<file path="src/rtl/simon_pkg.sv">
// Shared constants, FSM encoding and small helpers for the Simon input path.
package simon_pkg;

    localparam int NUM_BUTTONS            = 4;
    localparam int BTN_IDX_W              = 2;
    localparam int DEBOUNCE_TICKS_DEFAULT = 3;

    typedef enum logic [1:0] {
        ST_IDLE    = 2'd0,
        ST_PRESSED = 2'd1,
        ST_LOCK    = 2'd2
    } btn_state_e;

    // Number of set bits in the debounced button vector.
    function automatic logic [2:0] btn_count(input logic [NUM_BUTTONS-1:0] v);
        logic [2:0] n;
        n = '0;
        for (int i = 0; i < NUM_BUTTONS; i++) begin
            n = n + {2'b00, v[i]};
        end
        return n;
    endfunction

    // Index of the highest set bit; only meaningful when exactly one bit is set.
    function automatic logic [BTN_IDX_W-1:0] btn_index(input logic [NUM_BUTTONS-1:0] v);
        logic [BTN_IDX_W-1:0] idx;
        idx = '0;
        for (int i = 0; i < NUM_BUTTONS; i++) begin
            if (v[i]) idx = BTN_IDX_W'(i);
        end
        return idx;
    endfunction

endpackage

</file>
<file path="src/rtl/simon_button_input_debounce.sv">
// One button: 2-FF synchroniser followed by a stable-count debouncer.
module button_debounce
    import simon_pkg::*;
#(
    parameter int DEBOUNCE_TICKS = DEBOUNCE_TICKS_DEFAULT
) (
    input  logic clk,
    input  logic reset,
    input  logic btn_i,
    output logic stable_o
);

    localparam logic [3:0] LAST_CNT = 4'(DEBOUNCE_TICKS - 1);

    logic       meta_q, sync_q;
    logic       stable_q, stable_d;
    logic [3:0] cnt_q, cnt_d;

    // Bring the raw asynchronous button into the clock domain.
    always_ff @(posedge clk or posedge reset) begin
        if (reset) begin
            meta_q <= 1'b0;
            sync_q <= 1'b0;
        end else begin
            meta_q <= btn_i;
            sync_q <= meta_q;
        end
    end

    // A level change is accepted only after DEBOUNCE_TICKS consecutive differing samples.
    always_comb begin
        stable_d = stable_q;
        cnt_d    = '0;
        if (sync_q != stable_q) begin
            if (cnt_q == LAST_CNT) begin
                stable_d = sync_q;
            end else begin
                cnt_d = cnt_q + 4'd1;
            end
        end
    end

    // Debounce state registers.
    always_ff @(posedge clk or posedge reset) begin
        if (reset) begin
            stable_q <= 1'b0;
            cnt_q    <= '0;
        end else begin
            stable_q <= stable_d;
            cnt_q    <= cnt_d;
        end
    end

    assign stable_o = stable_q;

endmodule

</file>
<file path="src/rtl/simon_button_input.sv">
// Player-input conditioner: debounced buttons feed a press/chord/lockout FSM.
module simon_button_input
    import simon_pkg::*;
#(
    parameter int DEBOUNCE_TICKS = DEBOUNCE_TICKS_DEFAULT
) (
    input  logic                   clk,
    input  logic                   reset,
    input  logic [NUM_BUTTONS-1:0] btn,
    input  logic                   enable,
    output logic [BTN_IDX_W-1:0]   playerNum,
    output logic                   playerPressed,
    output logic                   multiPress
);

    logic [NUM_BUTTONS-1:0] stable;
    logic [2:0]             nset;

    btn_state_e           state_q, state_d;
    logic [BTN_IDX_W-1:0] num_q, num_d;
    logic                 pressed_q, pressed_d;
    logic                 multi_q, multi_d;

    for (genvar i = 0; i < NUM_BUTTONS; i++) begin : g_btn
        button_debounce #(.DEBOUNCE_TICKS(DEBOUNCE_TICKS)) u_db (
            .clk      (clk),
            .reset    (reset),
            .btn_i    (btn[i]),
            .stable_o (stable[i])
        );
    end

    assign nset = btn_count(stable);

    // Next state and registered-output values; anything held across a turn
    // boundary or chord parks in LOCK until every button is released.
    always_comb begin
        state_d   = state_q;
        num_d     = num_q;
        pressed_d = 1'b0;
        multi_d   = 1'b0;
        case (state_q)
            ST_IDLE: begin
                if (nset == 3'd1) begin
                    if (enable) begin
                        num_d     = btn_index(stable);
                        pressed_d = 1'b1;
                        state_d   = ST_PRESSED;
                    end else begin
                        state_d = ST_LOCK;
                    end
                end else if (nset >= 3'd2) begin
                    multi_d = enable;
                    state_d = ST_LOCK;
                end
            end
            ST_PRESSED: begin
                if (stable[num_q]) begin
                    pressed_d = 1'b1;
                end else begin
                    state_d = (stable != '0) ? ST_LOCK : ST_IDLE;
                end
            end
            ST_LOCK: begin
                if (stable == '0) state_d = ST_IDLE;
            end
            default: state_d = ST_IDLE;
        endcase
    end

    // FSM state and output registers.
    always_ff @(posedge clk or posedge reset) begin
        if (reset) begin
            state_q   <= ST_IDLE;
            num_q     <= '0;
            pressed_q <= 1'b0;
            multi_q   <= 1'b0;
        end else begin
            state_q   <= state_d;
            num_q     <= num_d;
            pressed_q <= pressed_d;
            multi_q   <= multi_d;
        end
    end

    assign playerNum     = num_q;
    assign playerPressed = pressed_q;
    assign multiPress    = multi_q;

endmodule

</file>
<file path="config.mk">
export PLATFORM = sky130hd
export DESIGN_NAME = simon_button_input
export DESIGN_NICKNAME = d
export VERILOG_FILES = /design/src/rtl/simon_pkg.sv /design/src/rtl/simon_button_input_debounce.sv /design/src/rtl/simon_button_input.sv
export SDC_FILE = /design/constraint.sdc
export NUM_CORES = 1
export LEC_CHECK = 0
export ABC_AREA = 1
export CORE_MARGIN = 8
export CORE_UTILIZATION = 57
export CTS_CLUSTER_DIAMETER = 200
export CTS_CLUSTER_SIZE = 16
export DETAILED_ROUTE_END_ITERATION = 8
export GPL_ROUTABILITY_DRIVEN = 0
export GPL_TIMING_DRIVEN = 0
export PLACE_DENSITY = 0.87
export SETUP_SLACK_MARGIN = 0.3
export SLEW_MARGIN = 15
export SYNTH_ARGS = -nofsm -noshare
export SYNTH_HDL_FRONTEND = slang
export SYNTH_HIERARCHICAL = 1
export SYNTH_SLANG_ARGS = --single-unit
</file>
<file path="constraint.sdc">
create_clock -name clk -period 3 [get_ports clk]
set_clock_uncertainty 0.15 [all_clocks]
set_input_delay 0.6 -clock clk [delete_from_list [all_inputs] [get_ports clk]]
set_output_delay 0.6 -clock clk [all_outputs]
set_load 0.01 [all_outputs]
</file>
==> results of run 1 <==
worst paths after layout:
path                                        startpoint                   end  slack, ps
min in group asynchronous                        reset          playerNum[0]        450
max in group asynchronous                        reset  g_btn[3].u_db/meta_q       2020
worst max register to register  g_btn[0].u_db/stable_o          playerNum[1]        670
worst min register to register    g_btn[3].u_db/meta_q  g_btn[3].u_db/sync_q        190
worst min-delay path              g_btn[3].u_db/meta_q  g_btn[3].u_db/sync_q        190
worst max-delay path            g_btn[0].u_db/stable_o          playerNum[1]        670
Yosys cell counts:
library cell / instances / area share
a21oi_1: 3 / 0.0089
dfrtp_1: 34 / 0.50
fa_1: 1 / 0.012
ha_1: 12 / 0.089
inv_1: 37 / 0.082
inv_2: 5 / 0.011
nand2_1: 53 / 0.12
nand2_2: 1 / 0.0037
nand3_1: 9 / 0.027
nand3_2: 4 / 0.024
nand3b_1: 1 / 0.0044
nand3b_4: 1 / 0.012
nand4_1: 4 / 0.015
nor2_1: 20 / 0.044
nor2_2: 1 / 0.0037
nor2_4: 1 / 0.0066
o21ai_1: 6 / 0.018
xnor2_1: 4 / 0.021
routing by layer:
layer	wire length (um)	vias up
met5	0	-
met4	96	0
met1	1170	558
met3	110	10
met2	1280	19
li1	-	626
worst register-to-register path: stages (launching register included):
cell      delay, ps
dfrtp_1         400
inv_1           110
fa_1            540
inv_1            40
ha_1            180
inv_1            60
ha_1            230
nand3b_4        170
nor2_1          120
nand2_2         100
nand2_1          70
o21ai_1          50
cell usage in the layout (no fill, tap or decap), drive strengths merged:
| master | instances |
|---|---|
| nand4 | 4 |
| dfrtp | 34 |
| xnor2 | 4 |
| clkdlybuf4s50 | 10 |
| a21oi | 3 |
| clkbuf | 5 |
| o21ai | 6 |
| inv | 42 |
| fa | 1 |
| nor2 | 22 |
| nand3b | 2 |
| ha | 12 |
| nand2 | 54 |
| nand3 | 13 |
| clkinv | 2 |
power by group:
part	switching (mW)	total, mW	leakage [nW]	internal, mW
clock	0.147	0.232	0.0308	0.0841
combinational	0.426	0.760	0.552	0.333
sequential	0.121	0.694	0.436	0.574
registers in the layout, indices dropped and copies added, names as in the netlist:
| name | flops |
|---|---|
| playerNum | 2 |
| g_btn.u_db/stable_o | 4 |
| g_btn.u_db/meta_q | 4 |
| g_btn.u_db/sync_q | 4 |
| g_btn.u_db/cnt_q | 16 |
| playerPressed | 1 |
| multiPress | 1 |
| state_q | 2 |
through the flow:
stage               hold WS (ps)  cell area [um^2]
finish                       194              1880
global route                 200              1880
CTS                          197              1880
detailed placement           185              1830
global placement             183              1830
floorplan                    181              1690
logic make-up (layout without fill, tap and decap cells):
logic type | Yosys count | count (layout) | share of synthesized area
compound gates | 9 | 9 | 0.0266
buf+inv | 42 | 59 | 0.0931
xor+xnor | 4 | 4 | 0.0207
fa+ha+maj | 13 | 13 | 0.100
simple gates | 95 | 95 | 0.257
flops | 34 | 34 | 0.502
cell type report:
| type | instances | area, um^2 |
|---|---|---|
| fillers | 233 | 901 |
| flip-flops and latches | 34 | 851 |
| multi-input cells | 121 | 686 |
| inverters | 42 | 158 |
| clock inverters | 2 | 10.0 |
| well taps | 31 | 38.8 |
| repair buffers | 10 | 100 |
| clock buffers | 5 | 37.5 |
==> impl_results.md, run 1 <==
- TNS Setup: 0 ps
- Average cell area after synthesis: 8.60 um^2
- Crit start category: register
- Synth Warn #: 6
- Final setup vio count: 0
- Clk root buf: clkbuf_4
- Final Hold Viols: 0
- Cell mode on critical path: inv_1
- Initial antenna violation count: 0
- CP Depth: 11
- Crit-path max FO: 6
- Seq cells post-synth: 34
- Max-cap violations: 0
- Highest-delay cell along the critical path: fa_1
- ANT cells: 0
- GRT Total Usage: 0.126
- Port bufs: 10
- Final wirelength: 2660 um
- Via/cell ratio: 4.95
- Final period utilization: 0.775
- CP Cell Sequence: inv_1, fa_1, inv_1, ha_1, inv_1, ha_1, nand3b_4, nor2_1, nand2_2, nand2_1, o21ai_1
- Initial core utilization: 0.609
- Worst vdd ir: 0.596 mV
- Vert. Die Dim: 70.5 um
- Leakage power total: 1.02 nW
- Syn_nets: 217
- Unique masters post-synth: 18
- First-pass GRT wire length: 5100 um
- Clock sinks: 34
- GR peak layer: met2
- Syn-to-layout area delta: 11.0%
- Hold path cells: 0
- Place WS: 667 ps
- Setup CP Type: register to register
- Met2 usage: 0.186
- Final Slew Violations: 0
- I/O pin count: 11
- Cts repair resizes: 0
- WP data arrival: 2410 ps
- Met1 Use GR: 0.143
- Largest stage delay, worst path: 540 ps
- Status: finished, final reports clean
- Pwr dens: 896 nW/um^2
- Reg clk slew, reported paths: 100 ps
- Pin count of the biggest net entering global routing: 11
- CP required: 3080 ps
- Pre-antenna DRT Iters: 6
- Area of the mapped netlist: 1690 um^2
- CTS tree: done
- Placement Rows: 19
- Placed cells: 238
- Post-CTS Setup Inserts: 0
- Worst-margin pin slew: 358 ps
- Post-route DRC: 0
- DRT iter0 DRCs: 54
- Fin crit period: 2330 ps
- Slew headroom: 0.760
- Buf+Inv Stages, Crit Path: 3
- Clock latency on the worst-skew pair: 340 ps
- Core region area: 2780 um^2
- Hold-fix buffers, CTS: 0
- Gr ovfl total: 0
- Met3 Use GR: 0.0424
- DR vias: 1213
- Reg2Reg Depth: 11
- Unrepaired setup endpoints after global routing: no
- Hpwl dp: 2060 um
- Max frequency: 430 MHz
- CTS max path bufs: 2
- Seq/Total Area, Yosys: 0.502
- H-tree depth: 2
- Largest delay share family, worst path: adder cells
- Total chip power: 1.69 mW
- Crit. End Element: register
- Final WS setup: 675 ps
- Hold crit path type: register to register
- Mapped Cells: 197
- Share of cells above drive strength 1: 0.0935
- Wire per inst: 10.9 um
- Final core occ: 0.676
- Vias in the first global route: 1248
- Final instance count without filler cells: 245
- Cts bufs inserted: 5
- Final net count: 234
- Chip Width: 70.5 um
- Die area: 4970 um^2
- DRT antenna net count: 0
Power figures use the tool's default switching activity.
==> run 2, diff against run 1 <==
- clock period: 3 -> 2.15 ns (I/O delays scaled with it)
==> impl_results.md, run 2 (synthesized netlist as in run 1, its figures left out) <==
- Leakage power total: 1.08 nW
- Final setup vio count: 3
- Syn-to-layout area delta: 18.2%
- Final period utilization: 1.02
- Worst-margin pin slew: 389 ps
- Core region area: 2780 um^2
- Max frequency: 455 MHz
- Cts bufs inserted: 5
- Flop2flop setup slack: -50 ps
- Crit. Startpoint: g_btn[1].u_db/stable_o
- Vert. Die Dim: 70.5 um
- Crit start category: register
- Reg clk slew, reported paths: 100 ps
- DR vias: 1278
- Hpwl dp: 2110 um
- CP required: 2230 ps
- Hold path cells: 0
- Slew headroom: 0.739
- Post-route DRC: 0
- Placement Rows: 19
- I/O pin count: 11
- Final Slew Violations: 0
- Wire per inst: 12.2 um
- Buf+Inv Stages, Crit Path: 3
- Pwr dens: 1370 nW/um^2
- First-pass GRT wire length: 5290 um
- Unrepaired setup endpoints after global routing: yes
- Clk root buf: clkbuf_4
- Final net count: 242
- DRT iter0 DRCs: 51
- ANT cells: 0
- Share of cells above drive strength 1: 0.175
- Initial core utilization: 0.609
- WP data arrival: 2280 ps
- Final instance count without filler cells: 254
- Highest-delay cell along the critical path: fa_1
- Vias in the first global route: 1279
- Setup CP Type: register to register
- Most flop-heavy register: g_btn.u_db/cnt_q
- Max FFs per register: 16
- Largest delay share family, worst path: adder cells
- Max-cap violations: 0
- Reg2Reg Depth: 11
- Largest stage delay, worst path: 540 ps
- Failing checks: setup timing
- Placed cells: 238
- Chip Width: 70.5 um
- CP Cell Sequence: inv_2, fa_1, inv_2, ha_4, inv_2, ha_4, nand3b_4, nor2_4, nand2_4, nand2_1, o21ai_1
- Final WS setup: -48.1 ps
- Pre-antenna DRT Iters: 6
- Via/cell ratio: 5.03
- Die area: 4970 um^2
- Worst Min Path Start: g_btn[0].u_db/meta_q
- H-tree depth: 2
- Cell mode on critical path: inv_2
- Reg2reg start: g_btn[1].u_db/stable_o
- CTS max path bufs: 2
- Port bufs: 10
- GRT Total Usage: 0.131
- Final wirelength: 3100 um
- Hold Path End: g_btn[0].u_db/sync_q
- Most frequent cells in the layout: nand2_1, dfrtp_1, inv_1
- Pin count of the biggest net entering global routing: 11
- Worst hold slack: 210 ps
- DRT antenna net count: 0
- Final Hold Viols: 0
- Fin crit period: 2200 ps
- CTS tree: done
- Hold crit path type: register to register
- Status: finished, violations left
- Initial antenna violation count: 0
- Commonest non-fill, non-tap cell in the layout: nand2_1
- Crit-path max FO: 6
- Worst vdd ir: 1.11 mV
- Gr ovfl total: 0
- Crit. End Element: register
- Clock latency on the worst-skew pair: 340 ps
- FF-to-FF End: playerNum[0]
- Clock sinks: 34
-- run 2: how the worst max path moves through the flow --
| stage | to | depth (start not counted) |
|---|---|---|
| after floorplan | playerNum[1] | 11 |
| after global placement | playerNum[1] | 11 |
| after detailed placement | playerNum[1] | 11 |
| after CTS | playerNum[1] | 11 |
| after global routing | state_q[1] | 12 |
| final | playerNum[0] | 11 |
-- run 2: per-stage QoR --
| stage | utilization | total power, mW | instance area, um^2 | setup TNS [ps] | worst slack, ps |
|---|---|---|---|---|---|
| after detailed placement | 0.661 | 2.08 | 1840 | -336 | -124 |
| after global placement | 0.661 | 2.02 | 1840 | -158 | -67.9 |
| final | 0.720 | 2.75 | 2000 | -118 | -48.1 |
| after CTS | 0.706 | 2.59 | 1960 | -33.2 | -17.4 |
| after global routing | 0.720 | 2.98 | 2000 | -428 | -140 |
| after floorplan | - | 1.81 | 1700 | 0 | 25.2 |
-- run 2: layout make-up --
| type | count | area (um^2) |
|---|---|---|
| inverter | 42 | 158 |
| clock inverter | 1 | 5.00 |
| timing repair buffer | 18 | 161 |
| clock buffer | 7 | 55.1 |
| tap | 31 | 38.8 |
| fill | 219 | 778 |
| multi-input combinational | 121 | 734 |
| sequential | 34 | 851 |
-- run 2: repair_timing --
item,4_1_cts,5_1_grt
setup endpoints to repair,8,7
pin swaps,1,3
endpoints found under the hold margin,0,0
setup buffers,6,2
hold buffers,0,0
resized for setup,5,7
-- run 2: report_power, final --
part	leakage, nW	switching [mW]	internal [mW]
combinational	0.613	0.783	0.646
sequential	0.436	0.155	0.800
clock	0.0353	0.202	0.158
-- run 2: routing by layer --
layer	routed length, um	share of wire	global-route usage
met1	1360	0.44	0.145
met3	114	0.037	0.0523
met2	1570	0.51	0.211
met4	62	0.020	0.0737
met5	0	0	0
